==> src/rtl/pc_stack_unit.sv <==
// Fetch-stage program counter with relative branches and a hardware return-address stack.
// Stack status flags decode the registered depth; stack_err latches any overflow/underflow until reset.
module pc_stack_unit #(
    parameter  int D           = 12,
    parameter  int OFFSET_W    = 8,
    parameter  int STACK_DEPTH = 4,
    localparam int SW          = $clog2(STACK_DEPTH + 1)
) (
    input  logic                clk,
    input  logic                reset,
    input  logic                nextFlag,
    input  logic                absjump_en,
    input  logic                reljump_en,
    input  logic                call_en,
    input  logic                ret_en,
    input  logic [D-1:0]        target,
    input  logic [OFFSET_W-1:0] offset,
    output logic [D-1:0]        prog_ctr,
    output logic [SW-1:0]       stack_depth,
    output logic                stack_full,
    output logic                stack_empty,
    output logic                stack_err
);

    localparam int IW = (STACK_DEPTH > 1) ? $clog2(STACK_DEPTH) : 1;
    localparam logic [SW-1:0] DEPTH_MAX = SW'(STACK_DEPTH);

    logic [D-1:0]  r_pc;
    logic [SW-1:0] r_depth;
    logic          r_err;
    // Sized to a power of two so the index width matches exactly; only STACK_DEPTH entries are used.
    logic [D-1:0]  r_stack [2**IW];

    logic [D-1:0]          w_pc_inc;
    logic [D-1:0]          w_pc_rel;
    logic signed [OFFSET_W-1:0] w_off_s;
    logic [D-1:0]          w_off_ext;
    logic [IW-1:0]         w_top_idx;
    logic [IW-1:0]         w_push_idx;
    logic [D-1:0]          w_top;
    logic                  w_full;
    logic                  w_empty;

    logic [D-1:0]  w_pc_next;
    logic [SW-1:0] w_depth_next;
    logic          w_err_next;
    logic          w_push;

    assign w_full     = (r_depth == DEPTH_MAX);
    assign w_empty    = (r_depth == '0);
    assign w_pc_inc   = r_pc + D'(1);
    assign w_off_s    = offset;
    assign w_off_ext  = D'(w_off_s);
    assign w_pc_rel   = r_pc + w_off_ext;
    assign w_top_idx  = IW'(r_depth - SW'(1));
    assign w_push_idx = IW'(r_depth);
    assign w_top      = r_stack[w_top_idx];

    always_comb begin
        w_pc_next    = w_pc_inc;
        w_depth_next = r_depth;
        w_err_next   = r_err;
        w_push       = 1'b0;
        if (ret_en) begin
            if (!w_empty) begin
                w_pc_next    = w_top;
                w_depth_next = r_depth - SW'(1);
            end else begin
                w_err_next = 1'b1;
            end
        end else if (call_en) begin
            if (!w_full) begin
                w_push       = 1'b1;
                w_pc_next    = target;
                w_depth_next = r_depth + SW'(1);
            end else begin
                w_err_next = 1'b1;
            end
        end else if (absjump_en) begin
            w_pc_next = target;
        end else if (reljump_en) begin
            w_pc_next = w_pc_rel;
        end
    end

    always_ff @(posedge clk or posedge reset) begin
        if (reset) begin
            r_pc    <= '0;
            r_depth <= '0;
            r_err   <= 1'b0;
        end else if (nextFlag) begin
            r_pc    <= w_pc_next;
            r_depth <= w_depth_next;
            r_err   <= w_err_next;
        end
    end

    // Stack contents need no reset; a push while reset is asserted is blocked so reset truly aborts a call.
    always_ff @(posedge clk) begin
        if (!reset && nextFlag && w_push) begin
            r_stack[w_push_idx] <= w_pc_inc;
        end
    end

    assign prog_ctr    = r_pc;
    assign stack_depth = r_depth;
    assign stack_full  = w_full;
    assign stack_empty = w_empty;
    assign stack_err   = r_err;

endmodule

==> config.mk <==
export PLATFORM = sky130hd
export DESIGN_NAME = pc_stack_unit
export DESIGN_NICKNAME = d
export VERILOG_FILES = /design/src/rtl/pc_stack_unit.sv
export SDC_FILE = /design/constraint.sdc
export NUM_CORES = 1
export LEC_CHECK = 0
export ABC_AREA = 1
export ABC_CLOCK_PERIOD_IN_PS = 2800
export CORE_MARGIN = 1
export CORE_UTILIZATION = 45
export CTS_CLUSTER_DIAMETER = 100
export CTS_CLUSTER_SIZE = 24
export DETAILED_ROUTE_END_ITERATION = 12
export PLACE_DENSITY = 0.76
export SYNTH_ARGS = -nofsm -noshare
export SYNTH_HDL_FRONTEND = slang
export SYNTH_SLANG_ARGS = --single-unit
==> constraint.sdc <==
create_clock -name clk -period 2.8 [get_ports clk]
set_input_delay 0.56 -clock clk [delete_from_list [all_inputs] [get_ports clk]]
set_output_delay 0.56 -clock clk [all_outputs]
set_load 0.1 [all_outputs]
; ---- Word-level counts from Yosys, hierarchy flattened
; Memories as Yosys holds them, arrays and structs flattened.
; Cells that the tools add are included.
[word_totals]
reg_bits = 16
latchBits = 0
ramBits = 48
mem_bits_ro = 0
wordCells = 39
memories = 1
[memory_table]
columns = name, words, width, read_ports, rd_ports_with_merged_regs, wr, line_no
row1 = r_stack, 4, 12, 1, 0, 1, 32  ; logic [D-1:0] r_stack [2**IW];
[classes]
n_addsub = 4
mul = 0
div = 0
order_cmp = 0
eq_ne = 4
shift = 0
muxes = 19
n_bitwise = 0
reduce_logical = 8
[ops]
columns = op, count
row1 = two-way mux 12 bit, 6
row2 = adder 12 x 1 -> 12 bit (second input constant), 1
row3 = adder 12 bit, 1
row4 = two-way mux 3 bit, 4
row5 = two-way mux 1 bit, 9
row6 = AND reduction 4 bit, 2
row7 = inequality test 2 bit (second input constant), 2
row8 = nonzero test 2 bit, 2
row9 = adder 3 x 1 -> 3 bit (second input constant), 1
row10 = == test 3 bit (second input constant), 1
row11 = logical NOT 3 bit, 1
row12 = subtractor 3 x 1 -> 3 bit (second input constant), 1
row13 = logical AND 1 bit, 2
row14 = inequality test 2 x 1 -> 1 bit (second input constant), 1
row15 = logical NOT 1 bit, 1

; ---- Depth between registers and ports, before layout
[depth]
depth_word = 7
depth_mapped = 13
ltp_nobuf = 12

; ---- Worst setup path before layout
; Ideal clock, no wire load.
[synth_timing]
kind = register to register
start = register r_depth[0], in the netlist stack_depth[0]
end = memory r_stack[1][0], enable pin
arrival_time_ps = 3466
t_required_ps = 2420
path_slack_ps = -1046
stages_incl_launch_ff = 10
path_buffers = 3
cell_sequence = dfrtp_1 buf_2 inv_1 buf_2 ha_1 ha_1 buf_2 nor2_1 nand3_1 nor2_1
[synth_between]
elab_chain_len = 7
[synth_lines]
columns = element, line_no
row1 = "start, declared", 29  ; logic [SW-1:0] r_depth;
row2 = "start signal, assigned", 93  ; r_depth <= w_depth_next;
row3 = == test 3 bit, 49  ; assign w_full = (r_depth == DEPTH_MAX);
row4 = net stack_full, 20  ; output logic stack_full,
row5 = two-way mux 1 bit, 72  ; if (!w_full) begin
row6 = two-way mux 1 bit, 71  ; end else if (call_en) begin
row7 = two-way mux 1 bit, 64  ; if (ret_en) begin
row8 = logical AND 1 bit, 100  ; if (!reset && nextFlag && w_push) begin
row9 = two-way mux 1 bit, 100
row10 = two-way mux 1 bit (not written as such), 101  ; r_stack[w_push_idx] <= w_pc_inc;
row11 = "end, declared", 32
; The timed path passes the listed nets, and every way through them passes these cells.

; ---- Final worst setup path
[layout_timing]
start = input port offset[0]
end = register r_pc[6], in the netlist prog_ctr[6]
[layout_between]
elab_chain_len = 5
[layout_lines]
columns = element, line_no
row1 = "start, declared", 17  ; input logic [OFFSET_W-1:0] offset,
row2 = adder 12 bit, 54  ; assign w_pc_rel = r_pc + w_off_ext;
row3 = two-way mux 12 bit, 81  ; end else if (reljump_en) begin
row4 = two-way mux 12 bit, 79  ; end else if (absjump_en) begin
row5 = two-way mux 12 bit, 71
row6 = two-way mux 12 bit, 64
row7 = "end signal, assigned", 92  ; r_pc <= w_pc_next;
row8 = "end, declared", 28  ; logic [D-1:0] r_pc;
; No other way between the ends.
; A chain may end at the register's enable or synchronous reset.

==> results_dict.tcl <==
set metrics [dict create \
    peakVddDrop_mv 0.8023 \
    clockBufferDepth 2 \
    reg2regPathDepth 6 \
    rsz0062_at_grt "no" \
    max_slew_margin_pct 67.01 \
    track_usage_pct 24.71 \
    design.core.area_um2 8678 \
    wirelength_um 10640 \
    intPower_mw 2.705 \
    layout_commonest_cell "nand2_1" \
    ant_nets 0 \
    cts_sinks 64 \
    drv_slew 0 \
    setup.worst_path.start_class "input port" \
    fin_nets 591 \
    area_growth_pct 20.10 \
    gr-total-overflow 0 \
    critPathKind "in2reg" \
    swShare_pct 53.19 \
    grt_pass1_wl_um 16950 \
    clkPwrFrac_pct 12.9 \
    synth_edf_count 48 \
    cap_viol_max_count 0 \
    diodes 0 \
    cts_tree "yes" \
    regArea_um2 1847 \
    layout_common_cells "nand2_1, inv_1, nor2_1" \
    hp-class "reg2reg" \
    via_count 3615 \
    cp-startpoint "offset[0]" \
    dp_hpwl_um 7997 \
    async_reset_ff_share_pct 25.00 \
    layout-drive-gt1-share_pct 11.82 \
    cts_setup_buffers 0 \
    drt_iter0_drc 214 \
    ys.warnings.count 0 \
    gp_congestion 0.9300 \
    cts_buffers 9 \
    fmaxAchievable_mhz 424.5 \
    ctsResizeCount 0 \
    worstHoldPathCells 1 \
    antenna_found_initial 0 \
    die_w_um 96.46 \
    synth.area.top_cells "edfxtp_1, nand2_1, dfrtp_1, ha_1, inv_1" \
    drt_first_pass_iters 5 \
    synth_top_area_share_pct 35.90 \
    holdCritStartpoint "stack_err" \
    cp.required_ps 3060 \
    syn_area_per_cell_um2 8.144 \
    grt_pass1_vias 3383 \
    synth_flop_cell "edfxtp_1" \
    worstSkewPairLatency_ps 340 \
    synth_cell_types 39 \
    htreeDepth 3 \
    io_buffers 44 \
    cp-end-kind "register" \
    fillers 809 \
    ys_ff_latch 64 \
    hold_viol 0 \
    cp_max_fo 4 \
    fin_crit_sh_pct 84.12 \
    ctsHoldBuffers 0 \
    power.leakage_nw 2.055 \
    whs_ps 481.0 \
    rows 34 \
    critPathArrivalTime_ps 2620 \
    finalPower_mw 5.778 \
    viasPerCell 5.494 \
    p_comb_share_pct 61.2 \
    routedWlPerCell_um 16.17 \
    synth_top_area_cell "edfxtp_1" \
    finalSetupTns_ps 0 \
    synth_nets 539 \
    start_util_pct 46.27 \
    synth_cells 493 \
    seq_area_frac_synth_pct 45.87 \
    fin_skew_ps 5.644 \
    period_minus_slack_ps 2355 \
    seqPwrFrac_pct 25.9 \
    switchingPower_mw 3.073 \
    synthesis.area_um2 4015 \
    multi_input_comb_area_um2 1936 \
    power_density_nw_per_um2 1198 \
    post-route-drc-count 0 \
    num_io_pins 45 \
    grt_max_degree 29 \
    clk_pin_slew_ps 70 \
    setup_viol 0 \
    tightest_slew_ps 493.2 \
    die_y_um 96.46 \
    status "finished clean" \
    cts_root_buf "clkbuf_8" \
    die-area_um2 9305 \
    r2r-start "stack_depth[1]" \
]
[worst paths after layout]
check | end | slack, ps
setup / recovery | prog_ctr[6] | 440
hold / removal | stack_err | 480
setup reg to reg | r_stack[0][2] | 580
hold reg to reg | stack_err | 480
max in group asynchronous | stack_depth[0] | 1970
min in group asynchronous | stack_err | 620
[metal layers]
layer / part of all wire (%) / GRT usage, % / vias up
met2: 50 / 43.49 / 125
met3: 5.9 / 4.304 / 20
met1: 41 / 30.61 / 1700
met5: 0 / 0 / -
li1: - / - / 1770
met4: 2.5 / 8.211 / 0
[state kept, by name, indices dropped and copies added, names as in the netlist]
signal / flops
prog_ctr: 12
r_stack: 48
stack_depth: 3
stack_err: 1
[cell type report]
type                    count  area share [%]
repair buffers             54           10.28
well taps                 108           2.802
clock buffers              12           2.802
clock inverters             4          0.9341
multi-input cells         355           40.14
flip-flops and latches     64           38.30
inverters                  61           4.748
[worst max-delay path: stages]
cell             delay, ps
clkdlybuf4s50_1        460
ha_1                   220
inv_1                   70
fa_1                   350
inv_1                  120
nand3_1                 80
nand2_1                130
a21oi_1                 90
or2_2                  270
nand3_1                 70
nand3_1                 60
a21oi_1                120
[power groups by stage]
stage / Combinational, mW / Sequential, mW / Clock, mW
final: 3.54 / 1.50 / 0.744
after global routing: 3.84 / 1.52 / 0.792
after CTS: 3.52 / 1.49 / 0.748
after detailed placement: 3.51 / 1.51 / 0
after global placement: 3.45 / 1.51 / 0
after floorplan: 1.85 / 2.28 / 0
[cell usage after synthesis (all sizes together), types with 2 or more instances]
| library cell | n |
|---|---|
| a22oi | 3 |
| or2 | 3 |
| o211ai | 3 |
| a21oi | 31 |
| edfxtp | 48 |
| nand2 | 109 |
| o22ai | 8 |
| a31oi | 2 |
| nand4 | 6 |
| xnor2 | 6 |
| clkbuf | 5 |
| dfrtp | 16 |
| ha | 18 |
| nor2 | 59 |
| o21bai | 3 |
| o21ai | 42 |
| inv | 60 |
| buf | 8 |
| xor2 | 6 |
| a211oi | 2 |
| nor3 | 5 |
| nand3 | 43 |
[through the flow]
step / instances / util (%) / instance area (µm²) / setup slack, ps
5_1_grt: 658 / 55.57 / 4822 / 309.3
4_1_cts: 658 / 55.57 / 4822 / 438.7
3_3_place_gp: 642 / 53.49 / 4642 / 162.4
6_report: 658 / 55.57 / 4822 / 444.5
3_5_place_dp: 642 / 53.49 / 4642 / 108.2
2_1_floorplan: 493 / - / 4075 / -6.064
[kinds of logic (layout without fill, tap and decap cells)]
family          count (synthesis)  after routing  synth area share [%]
flops                          64             64                 45.87
simple gates                  227            227                 24.59
fa+ha+maj                      19             19                 6.108
compound gates                 97             97                 13.40
xor+xnor                       12             12                 2.805
buf+inv                        74            131                 7.230
(Power assumes the default switching activity.)
